$ cat config.mk
export PLATFORM = sky130hd
export DESIGN_NAME = com_ms
export DESIGN_NICKNAME = d
export VERILOG_FILES = /design/src/rtl/com_ms.sv
export SDC_FILE = /design/constraint.sdc
export NUM_CORES = 1
export LEC_CHECK = 0
export BUFFER_PORTS_ARGS = -buffer_cell sky130_fd_sc_hd__buf_2
export CAP_MARGIN = 15
export CORE_MARGIN = 5
export CORE_UTILIZATION = 52
export DETAILED_ROUTE_END_ITERATION = 10
export GPL_ROUTABILITY_DRIVEN = 0
export PLACE_DENSITY = 0.76
export SETUP_SLACK_MARGIN = 0.15
export SLEW_MARGIN = 20
export SYNTH_ARGS = -nofsm -noshare
export SYNTH_HDL_FRONTEND = slang
export SYNTH_SLANG_ARGS = --single-unit
$ cat constraint.sdc
create_clock -name clk -period 2.65 [get_ports clk]
set_input_delay 0.1325 -clock clk [delete_from_list [all_inputs] [get_ports clk]]
set_output_delay 0.1325 -clock clk [all_outputs]
set_load 0.02 [all_outputs]
$ cat src/rtl/com_ms.sv
// Host-side link control sequencer: sends commands with timeout/retry and
// acknowledges then forwards unsolicited DATA packets from the node.
module com_ms #(
  parameter logic [31:0] TIMEOUT    = 32'd900,
  parameter logic [7:0]  NUM_RETRY  = 8'h03,
  parameter logic [3:0]  BTYPE_INFO = 4'h1,
  parameter logic [3:0]  BTYPE_DATA = 4'hE,
  parameter logic [3:0]  BTYPE_ACK  = 4'h2
) (
  input  logic        clk,
  input  logic        rst,
  input  logic        fs_cmd,
  output logic        fd_cmd,
  input  logic [3:0]  cmd_btype,
  output logic        fs_com_send,
  input  logic        fd_com_send,
  input  logic        fs_com_read,
  output logic        fd_com_read,
  output logic [3:0]  com_tx_btype,
  input  logic [3:0]  com_rx_btype,
  output logic        fs_data,
  input  logic        fd_data,
  output logic [3:0]  rsp_btype,
  output logic        cmd_err,
  output logic [15:0] data_cnt,
  output logic [7:0]  drop_cnt
);

  typedef enum logic [9:0] {
    MAIN_IDLE = 10'b00_0000_0001,
    MAIN_WAIT = 10'b00_0000_0010,
    CMD_SEND  = 10'b00_0000_0100,
    CMD_WAIT  = 10'b00_0000_1000,
    CMD_WORK  = 10'b00_0001_0000,
    CMD_DONE  = 10'b00_0010_0000,
    RX_IDLE   = 10'b00_0100_0000,
    RX_WORK   = 10'b00_1000_0000,
    RX_ACK    = 10'b01_0000_0000,
    RX_FWD    = 10'b10_0000_0000
  } state_t;

  state_t      state_r;
  logic [31:0] time_cnt_r;
  logic [7:0]  retry_cnt_r;
  logic [3:0]  rx_type_r;

  // Sequencer; handshake outputs are set on the edge that enters the state that drives them.
  always_ff @(posedge clk or posedge rst) begin
    if (rst) begin
      state_r      <= MAIN_IDLE;
      time_cnt_r   <= 32'd0;
      retry_cnt_r  <= 8'd0;
      rx_type_r    <= 4'd0;
      com_tx_btype <= 4'd0;
      rsp_btype    <= 4'd0;
      cmd_err      <= 1'b0;
      data_cnt     <= 16'd0;
      drop_cnt     <= 8'd0;
      fs_com_send  <= 1'b0;
      fd_com_read  <= 1'b0;
      fd_cmd       <= 1'b0;
      fs_data      <= 1'b0;
    end else begin
      fs_com_send <= 1'b0;
      fd_com_read <= 1'b0;
      fd_cmd      <= 1'b0;
      fs_data     <= 1'b0;
      time_cnt_r  <= 32'd0;
      case (state_r)
        MAIN_IDLE: begin
          com_tx_btype <= 4'h0;
          state_r      <= MAIN_WAIT;
        end
        MAIN_WAIT: begin
          if (fs_com_read) begin
            state_r <= RX_IDLE;
          end else if (fs_cmd) begin
            com_tx_btype <= cmd_btype;
            retry_cnt_r  <= 8'd0;
            cmd_err      <= 1'b0;
            fs_com_send  <= 1'b1;
            state_r      <= CMD_SEND;
          end else begin
            state_r <= MAIN_WAIT;
          end
        end
        CMD_SEND: begin
          if (fd_com_send) begin
            state_r <= CMD_WAIT;
          end else begin
            fs_com_send <= 1'b1;
          end
        end
        CMD_WAIT: begin
          if (fs_com_read) begin
            rsp_btype   <= com_rx_btype;
            fd_com_read <= 1'b1;
            state_r     <= CMD_WORK;
          end else if ((time_cnt_r >= TIMEOUT - 32'd1) && (retry_cnt_r >= NUM_RETRY - 8'd1)) begin
            cmd_err <= 1'b1;
            fd_cmd  <= 1'b1;
            state_r <= CMD_DONE;
          end else if (time_cnt_r >= TIMEOUT - 32'd1) begin
            retry_cnt_r <= retry_cnt_r + 8'd1;
            fs_com_send <= 1'b1;
            state_r     <= CMD_SEND;
          end else begin
            time_cnt_r <= time_cnt_r + 32'd1;
          end
        end
        CMD_WORK: begin
          // Any reply type ends the wait; only INFO counts as success.
          if (!fs_com_read) begin
            cmd_err <= (rsp_btype != BTYPE_INFO);
            fd_cmd  <= 1'b1;
            state_r <= CMD_DONE;
          end else begin
            fd_com_read <= 1'b1;
          end
        end
        CMD_DONE: begin
          if (!fs_cmd) begin
            state_r <= MAIN_WAIT;
          end else begin
            fd_cmd <= 1'b1;
          end
        end
        RX_IDLE: begin
          rx_type_r   <= com_rx_btype;
          fd_com_read <= 1'b1;
          state_r     <= RX_WORK;
        end
        RX_WORK: begin
          if (!fs_com_read) begin
            if (rx_type_r == BTYPE_DATA) begin
              com_tx_btype <= BTYPE_ACK;
              fs_com_send  <= 1'b1;
              state_r      <= RX_ACK;
            end else begin
              drop_cnt <= (drop_cnt == 8'hFF) ? 8'hFF : drop_cnt + 8'd1;
              state_r  <= MAIN_WAIT;
            end
          end else begin
            fd_com_read <= 1'b1;
          end
        end
        RX_ACK: begin
          // ACK leaves before the upper-layer handoff to meet the node's reply window.
          if (fd_com_send) begin
            fs_data <= 1'b1;
            state_r <= RX_FWD;
          end else begin
            fs_com_send <= 1'b1;
          end
        end
        RX_FWD: begin
          if (fd_data) begin
            data_cnt <= data_cnt + 16'd1;
            state_r  <= MAIN_WAIT;
          end else begin
            fs_data <= 1'b1;
          end
        end
        default: begin
          state_r <= MAIN_IDLE;
        end
      endcase
    end
  end

endmodule

==> results of run 1 <==
## power breakdown
group          switching [mW]  internal [mW]
Sequential              0.131           1.53
Combinational           0.413          0.314
Clock                   0.497          0.543
Total                    1.04           2.39
## critical path: cells and delay by family (launching register included)
kind	cells	cell delay (ns)
AND/OR/NAND/NOR	4	1.75
AO/OA/AOI/OAI	1	0.11
flip-flops	1	0.50
## layout by cell type, fill, tap and decap left out, types with 5 or more instances in the layout
| cell type | synthesis | layout |
|---|---|---|
| and2_1 | 5 | 5 |
| ha_1 | 5 | 5 |
| clkbuf_8 | 0 | 9 |
| nand2_1 | 28 | 28 |
| and3_1 | 6 | 6 |
| buf_2 | 2 | 50 |
| nand3_1 | 14 | 14 |
| buf_4 | 0 | 7 |
| xor2_1 | 16 | 16 |
| xnor2_1 | 11 | 11 |
| conb_1 | 1 | 22 |
| inv_1 | 13 | 12 |
| dfrtp_1 | 90 | 90 |
| mux2_2 | 11 | 11 |
| o21ai_0 | 6 | 6 |
| nor2b_1 | 7 | 7 |
| o21a_1 | 5 | 5 |
| nor2_1 | 38 | 38 |
| a31oi_1 | 7 | 7 |
| nor3_1 | 19 | 19 |
| nand4_1 | 13 | 13 |
| nor4_1 | 11 | 11 |
## worst max path at each step
stage,from,end,slack [ns],cells after the start
after floorplan,rst,cmd_err,0.16,1
after global placement,state_r[7],state_r[1],0.30,5
after detailed placement,state_r[7],state_r[8],0.26,5
after CTS,state_r[7],state_r[8],0.24,5
after global routing,state_r[7],state_r[8],0.15,5
final,state_r[7],state_r[8],0.22,5
## sequential cells by signal, summed over array words and instances, names as in the netlist
| register | cells |
|---|---|
| time_cnt_r | 32 |
| data_cnt | 16 |
| state_r | 10 |
| drop_cnt | 8 |
| retry_cnt_r | 8 |
| com_tx_btype | 4 |
| rsp_btype | 4 |
| rx_type_r | 4 |
| cmd_err | 1 |
| fd_cmd | 1 |
| fd_com_read | 1 |
| fs_com_send | 1 |
| fs_data | 1 |
## what timing repair did
item                                    CTS  global route
resized for setup                         0             1
hold buffers                              1             0
hold endpoints to repair                 41             0
endpoints found under the setup margin    0             4
## area by class of cell
cell class,instances,area (sq um),share of cell area
multi-input combinational,276,1740,0.366
tap,102,128,0.0268
clock inverter,6,96.3,0.0203
sequential,91,2280,0.479
clock buffer,10,128,0.0268
inverter,13,50.0,0.0105
timing repair buffer,59,333,0.0700
## per-layer routing
| layer | GRT usage | vias to the layer above | wire, microns |
|---|---|---|---|
| met4 | 0.0777 | 0 | 192 |
| met5 | 0 | - | 0 |
| met2 | 0.288 | 70 | 3780 |
| met1 | 0.246 | 1448 | 3680 |
| met3 | 0.0464 | 15 | 427 |
| li1 | - | 1457 | - |
## cells by family (layout without fill, tap and decap cells)
kind of cell	count (synthesis)	count (layout)	synth area share
simple gates	169	169	0.228
flops	91	91	0.563
fa+ha+maj	5	5	0.0155
xor+xnor	27	27	0.0584
buf+inv	26	88	0.0284
other cells	1	22	0.000926
compound gates	38	38	0.0655
mux	15	15	0.0405
## Yosys cell counts (all sizes together) (2+ instances only)
cell type / instances
nand4b: 2
or3: 3
mux2: 11
and4: 3
a31oi: 7
nand3b: 3
buf: 4
nand4: 13
a211o: 2
and2: 5
nor2b: 7
inv: 13
o21ai: 7
o21a: 5
xnor2: 11
nor2: 38
or4: 6
nand2b: 2
nor4: 13
xor2: 16
a21oi: 4
clkbuf: 9
ha: 5
nor3b: 2
and3: 6
nand2: 28
o32ai: 2
nor3: 20
nand3: 14
dfrtp: 90
mux2i: 4
## per-stage QoR
step	power [mW]	std cells	area, sq um	util
2_1_floorplan	2.19	393	4130	-
5_1_grt	3.64	557	4760	0.622
3_5_place_dp	2.41	540	4510	0.590
6_report	3.43	557	4760	0.622
4_1_cts	3.44	557	4750	0.621
3_3_place_gp	2.38	540	4510	0.590
==> flow_metrics.tcl, run 1 <==
set metrics [dict create \
    status "completed" \
    required_ns 2.93 \
    ant_nets 0 \
    vdd_ir_drop_max_mv 0.432 \
    ctsRootBufferMaster "clkbuf_8" \
    finalCritPeriodShare 0.916 \
    synth-main-ff-cell "dfrtp_1" \
    syn_inst 372 \
    cp-start-kind "register" \
    final.setup.worst_slack_ns 0.223 \
    post-cts-setup-buffer-count 0 \
    p_per_area_mw_per_mm2 721 \
    die_w_microns 98.2 \
    whs_ns 0.0221 \
    hpwl_mm 6.00 \
    cts_num_sinks 91 \
    holdPathStages 3 \
    drc 0 \
    min_path_type "in2reg" \
    routed_wl_mm 8.09 \
    via_per_inst 5.37 \
    dr.pass1.iters 4 \
    cts_tree "done" \
    drive_gt1_frac 0.204 \
    diodes 0 \
    r2r_cells 5 \
    cap_violations 0 \
    postSynthAreaPerCell_sq_um 10.9 \
    grt_pass1_wl_mm 14.4 \
    grt_pass1_vias 3065 \
    htreeDepth 3 \
    maxSlewViolCount 0 \
    setup.worst_path.end_class "register" \
    worst_ep_arrival_time_ns 2.71 \
    clkTransAtPathRegs_ns 0.09 \
    nets 469 \
    worst_pin_slew_ns 0.726 \
    synth_top_cell_area_share 0.556 \
    slowest_delay_ns 0.62 \
    netlist_area_sq_mm 0.00405 \
    path_max_fanout 12 \
    grtUsageTotal 0.184 \
    area.growth.synth_to_final_pct 17.5 \
    synth_seq_area_share 0.563 \
    rows 32 \
    start_util 0.529 \
    r2r-end "state_r[8]" \
    yosysTopAreaCell "dfrtp_1" \
    final-setup-viol-count 0 \
    setup_tns_ns 0 \
    antenna_found_initial 0 \
    async_flop_share 1.00 \
    cts_buffers 9 \
    ys_warn_count 0 \
    gr-total-overflow 0 \
    dieArea_sq_mm 0.00965 \
    pin_count 51 \
    path_common_cell "or4_4" \
    clock-skew-final_ns 0.0190 \
    p_leak_nw 2.35 \
    period_minus_slack_ns 2.43 \
    crit_type "reg2reg" \
    place.port_buffers 50 \
    rr_startpoint "state_r[7]" \
    slew_headroom 0.516 \
    report.final.hold_viol_count 0 \
    worstHoldStart "cmd_btype[2]" \
    slowest_stage "or4_4" \
    dr_total_vias 2990 \
    first_iter_violations 223 \
    synthDistinctLibCells 54 \
    synth-seq-cells 91 \
    dp_slack_ns 0.259 \
    fillCellCount 626 \
    synthTopCellsByArea "dfrtp_1 (56%), nor2_1 (3.5%), xor2_1 (3.5%)" \
    rsz0062_at_grt "no" \
    cts_max_path_buffers 2 \
    wl_per_cell_microns 14.5 \
    clock.fmax_mhz 412 \
    whs_endpoint "com_tx_btype[2]" \
    path_cells "or4_4 > or3_4 > or4_4 > nand2_1 > a21o_1" \
    fp.dieH_microns 98.2 \
    ff2ff_setup_slack_ns 0.22 \
    core_sq_mm 0.00765 \
    worstSkewPairLatency_ns 0.36 \
    synth_edf_count 0 \
    grt_max_degree 51 \
]
Note: power is estimated with default switching activity, not from simulation.
==> run 2: changes to the inputs <==
--- a/config.mk
+++ b/config.mk
@@ -12,6 +12,7 @@
 export DETAILED_ROUTE_END_ITERATION = 10
 export GPL_ROUTABILITY_DRIVEN = 0
 export PLACE_DENSITY = 0.76
+export RECOVER_POWER = 100
 export SETUP_SLACK_MARGIN = 0.15
 export SLEW_MARGIN = 20
 export SYNTH_ARGS = -nofsm -noshare
==> run 2 against run 1 <==
  * The flow now finishes with violations (max-capacitance violations, max-slew violations)
  * Wire length shrank 0.37%
  * Final cell count is the same
  * Largest power group unchanged
  * Register-to-register slack lost 0.05 ns
  * Global-route usage is the same
  * Setup slack lost 0.053 ns
==> flow_metrics.tcl, run 2 (synthesis gave the netlist of run 1 again) <==
set metrics [dict create \
    status "finished with violations" \
    violations "max-capacitance violations, max-slew violations" \
    pin_count 51 \
    cp_num_buf_inv 0 \
    vdd_ir_drop_max_mv 0.432 \
    cts_max_path_buffers 2 \
    fp.dieH_microns 98.2 \
    rsz0062_at_grt "no" \
    clock.fmax_mhz 403 \
    slowest_stage "or4_1" \
    mostFrequentLayoutCells "dfrtp_1 (90), clkbuf_1 (43), nor2_1 (38)" \
    cts_buffers 9 \
    routed_wl_mm 8.06 \
    diodes 0 \
    min_path_type "in2reg" \
    antenna_found_initial 0 \
    final-setup-viol-count 0 \
    grtUsageTotal 0.184 \
    dr_total_vias 3013 \
    via_per_inst 5.41 \
    wl_per_cell_microns 14.5 \
    ctsRootBufferMaster "clkbuf_8" \
    core_sq_mm 0.00765 \
    final_cell_area_sq_mm 0.00468 \
    ant_nets 0 \
    htreeDepth 3 \
    cts_num_sinks 91 \
    rows 32 \
    cp-start-kind "register" \
    finalCritPeriodShare 0.936 \
    top_register "time_cnt_r" \
    path_delay_family "simple AND/OR/NAND/NOR gates" \
    nets 469 \
    worst_pin_slew_ns 1.84 \
    slowest_delay_ns 0.66 \
    drive_gt1_frac 0.108 \
    report.final.hold_viol_count 0 \
    cts_tree "done" \
    dpl-instance-area_sq_mm 0.00451 \
    worstSkewPairLatency_ns 0.35 \
    layout.cells.most_common "dfrtp_1" \
    die_w_microns 98.2 \
    path_max_fanout 12 \
    p_leak_nw 2.16 \
    hpwl_mm 6.00 \
    grt_pass1_vias 3065 \
    clkTransAtPathRegs_ns 0.09 \
    maxSlewViolCount 42 \
    grt_pass1_wl_mm 14.4 \
    grt_max_degree 51 \
    area.growth.synth_to_final_pct 15.6 \
    first_iter_violations 207 \
    slew_headroom -0.234 \
    setup_tns_ns 0 \
    start_util 0.529 \
    period_minus_slack_ns 2.48 \
    setup.worst_path.end_class "register" \
    worst_ep_arrival_time_ns 2.76 \
    gr-total-overflow 0 \
    crit_type "reg2reg" \
    dr.pass1.iters 4 \
    place.port_buffers 50 \
    power_mw 3.39 \
    clock-skew-final_ns 0.0157 \
    r2r_cells 5 \
    path_cells "or4_1 > or3_4 > or4_4 > nand2_1 > a21o_1" \
    holdPathStages 3 \
    drc 0 \
    dieArea_sq_mm 0.00965 \
    top_regs "time_cnt_r (32), data_cnt (16), state_r (10)" \
    largest_reg_flops 32 \
    p_per_area_mw_per_mm2 724 \
    cp.depth 5 \
    required_ns 2.93 \
    cap_violations 1 \
]
## run 2: tightest hold or removal path: cells and delay by family
family	cells	cell delay, ns
buffers and inverters	1	0.10
multiplexers	1	0.06
AND/OR/NAND/NOR	1	0.05
## run 2: metal layers
| metal | global-route usage | share of wire | vias up |
|---|---|---|---|
| li1 | - | - | 1458 |
| met1 | 0.246 | 0.45 | 1459 |
| met2 | 0.288 | 0.47 | 81 |
| met3 | 0.0464 | 0.053 | 15 |
| met4 | 0.0777 | 0.024 | 0 |
| met5 | 0 | 0 | - |
## run 2: worst paths after layout
path | startpoint | slack (ns) | to
setup / recovery | state_r[7] | 0.17 | state_r[8]
hold / removal | cmd_btype[2] | 0.02 | com_tx_btype[2]
setup reg to reg | state_r[7] | 0.17 | state_r[8]
hold reg to reg | data_cnt[15] | 0.47 | data_cnt[15]
max in group asynchronous | rst | 0.88 | state_r[0]
min in group asynchronous | rst | 0.79 | data_cnt[1]
## run 2: final cells by class
class / count / area (sq um)
clock buffers: 10 / 128
clock inverters: 6 / 96.3
fillers: 657 / 2970
inverters: 13 / 50.0
multi-input cells: 276 / 1730
flip-flops and latches: 91 / 2280
well taps: 102 / 128
repair buffers: 59 / 268
## run 2: what timing repair did
action / in CTS / in global routing
hold endpoints to repair: 41 / 0
hold buffers: 1 / 0
resized for setup: 0 / 1
endpoints found under the setup margin: 0 / 4
setup buffers: 0 / 0
## run 2: stage by stage
step,hold WS (ns),cells,utilization,setup slack [ns]
floorplan,0.270,393,-,0.156
global placement,0.258,540,0.590,0.302
detailed placement,0.276,540,0.590,0.259
CTS,0.0117,557,0.621,0.243
global route,0.0187,557,0.612,0.0811
finish,0.0232,557,0.612,0.169
## run 2: power breakdown
part,internal [mW],total [mW],switching (mW)
Sequential,1.53,1.66,0.132
Clock,0.543,1.04,0.493
Combinational,0.279,0.689,0.410
Total,2.35,3.39,1.03
==> run 3: changes to the inputs <==
--- a/config.mk
+++ b/config.mk
@@ -7,11 +7,11 @@
 export LEC_CHECK = 0
 export BUFFER_PORTS_ARGS = -buffer_cell sky130_fd_sc_hd__buf_2
 export CAP_MARGIN = 15
-export CORE_MARGIN = 5
-export CORE_UTILIZATION = 52
+export CORE_MARGIN = 3
+export CORE_UTILIZATION = 36
 export DETAILED_ROUTE_END_ITERATION = 10
 export GPL_ROUTABILITY_DRIVEN = 0
-export PLACE_DENSITY = 0.76
+export GPL_TIMING_DRIVEN = 0
 export RECOVER_POWER = 100
 export SETUP_SLACK_MARGIN = 0.15
 export SLEW_MARGIN = 20
==> run 3 against run 2 <==
  * The run still ends with max-capacitance violations, max-slew violations left
  * Clock skew fell by 0.0088 ns
  * Largest power group unchanged
  * Critical endpoint is now time_cnt_r[4]
  * Maximum frequency up 0.97%
  * Largest cell class unchanged
  * Die area is 30% higher
==> flow_metrics.tcl, run 3 (synthesis gave the netlist of run 1 again) <==
set metrics [dict create \
    layout.cells.most_common "dfrtp_1" \
    start_util 0.370 \
    clkTransAtPathRegs_ns 0.06 \
    ctsRootBufferMaster "clkbuf_16" \
    cp-start-kind "register" \
    cts_tree "done" \
    path_common_cell "buf_6" \
    path_max_fanout 10 \
    postLayoutCoreUtil 0.447 \
    fp.dieH_microns 112 \
    multiInputGateArea_sq_mm 0.00175 \
    required_ns 2.91 \
    core_sq_mm 0.0109 \
    cts_num_sinks 91 \
    wl_per_cell_microns 13.4 \
    die_w_microns 112 \
    status "finished with violations" \
    grt_max_degree 50 \
    slew_headroom -0.244 \
    clock-skew-final_ns 0.00686 \
    area.growth.synth_to_final_pct 20.8 \
    worst_ep_arrival_time_ns 2.72 \
    drc 0 \
    drive_gt1_frac 0.128 \
    fillCellCount 1063 \
    top_register "time_cnt_r" \
    largest_reg_flops 32 \
    final-setup-viol-count 0 \
    path_delay_family "simple AND/OR/NAND/NOR gates" \
    slowest_delay_ns 0.60 \
    period_minus_slack_ns 2.46 \
    grt_pass1_vias 2830 \
    slowest_stage "or4_1" \
    p_leak_nw 2.25 \
    worst_pin_slew_ns 1.86 \
    vdd_ir_drop_max_mv 0.525 \
    path_cells "buf_6 > or4_4 > or3_4 > or4_1 > buf_6 > nor2_1" \
    routed_wl_mm 8.11 \
    setup.worst_path.end_class "register" \
    cts_buffers 9 \
    diodes 0 \
    top_regs "time_cnt_r (32), data_cnt (16), state_r (10)" \
    ant_nets 0 \
    violations "max-capacitance violations, max-slew violations" \
    nets 482 \
    dr_total_vias 3018 \
    report.final.hold_viol_count 0 \
    placed_cells 584 \
    ff_latch_area_sq_mm 0.00228 \
    maxSlewViolCount 49 \
    setup_tns_ns 0 \
    p_per_area_mw_per_mm2 737 \
    mostFrequentLayoutCells "dfrtp_1 (90), clkbuf_1 (45), nor2_1 (38)" \
    grtUsageTotal 0.135 \
    dieArea_sq_mm 0.0126 \
    grt_pass1_wl_mm 13.9 \
    rsz0062_at_grt "no" \
    worstSkewPairLatency_ns 0.33 \
    pin_count 51 \
    finalCritPeriodShare 0.927 \
    gr-total-overflow 0 \
    min_path_type "in2reg" \
    whs_ns 0.0438 \
    cp_num_buf_inv 2 \
    antenna_found_initial 0 \
    rows 38 \
    cts_max_path_buffers 2 \
    dr.pass1.iters 4 \
    stdcell_count 607 \
    hpwl_mm 5.86 \
    clock.fmax_mhz 407 \
    crit_type "reg2reg" \
    first_iter_violations 260 \
    htreeDepth 3 \
    cap_violations 1 \
    via_per_inst 4.97 \
    place.port_buffers 50 \
]
[run 3: cell types whose count changed in the layout (fill, tap and decap cells not counted), moves of 2 or more]
cell and change:
buf_6 +2, clkbuf_8 -7, buf_2 +2, clkbuf_4 +5, bufinv_16 -2, clkbuf_16 +9, clkbuf_1 +2, clkbuf_2 +2
[run 3: worst paths after layout]
check	endpoint	from	slack, ns	depth (start not counted)
max	time_cnt_r[4]	state_r[7]	0.19	6
min reg2reg	data_cnt[15]	data_cnt[15]	0.47	1
max in group asynchronous	state_r[3]	rst	0.62	3
min	rx_type_r[0]	com_rx_btype[0]	0.04	2
min in group asynchronous	drop_cnt[0]	rst	0.94	3
max reg2reg	time_cnt_r[4]	state_r[7]	0.19	6
[run 3: per-stage QoR]
step                      instance area [sq um]  power (mW)  worst slack (ns)
final                                      4890        3.61             0.193
after global routing                       4890        3.80             0.104
after CTS                                  4890        3.64             0.201
after detailed placement                   4580        2.41            0.0495
after global placement                     4550        2.39            -0.843
after floorplan                            4130        2.19             0.156
[run 3: timing repair]
item                                    CTS  global route
pin swaps                                 1             1
endpoints found under the setup margin    7            29
buffers inserted                          0             7
hold endpoints to repair                 47             0
hold buffers                              1             0
resized for setup                         3            11
[run 3: area by class of cell]
cell class	instances	area share
timing repair buffer	59	0.0578
tap	140	0.0358
clock buffer	11	0.0517
multi-input combinational	276	0.358
inverter	13	0.00997
clock inverter	4	0.00691
sequential	91	0.466
buffer	13	0.0141
[run 3: report_power, final]
group	internal [mW]	switching, mW	total (mW)
Combinational	0.302	0.492	0.795
Clock	0.688	0.520	1.21
Sequential	1.53	0.0729	1.60
[run 3: worst reg2reg max path: cells and delay by family, from the launching register on]
| family | cells | cell delay [ns] |
|---|---|---|
| buf+inv | 2 | 0.32 |
| flops | 1 | 0.37 |
| simple gates | 4 | 1.70 |
[run 3: layer usage]
| metal | vias up | GRT usage | routed length (microns) |
|---|---|---|---|
| met5 | - | 0 | 0 |
| met4 | 0 | 0.0441 | 134 |
| met3 | 10 | 0.0399 | 402 |
| met2 | 62 | 0.197 | 3590 |
| met1 | 1462 | 0.195 | 3980 |
| li1 | 1484 | - | - |
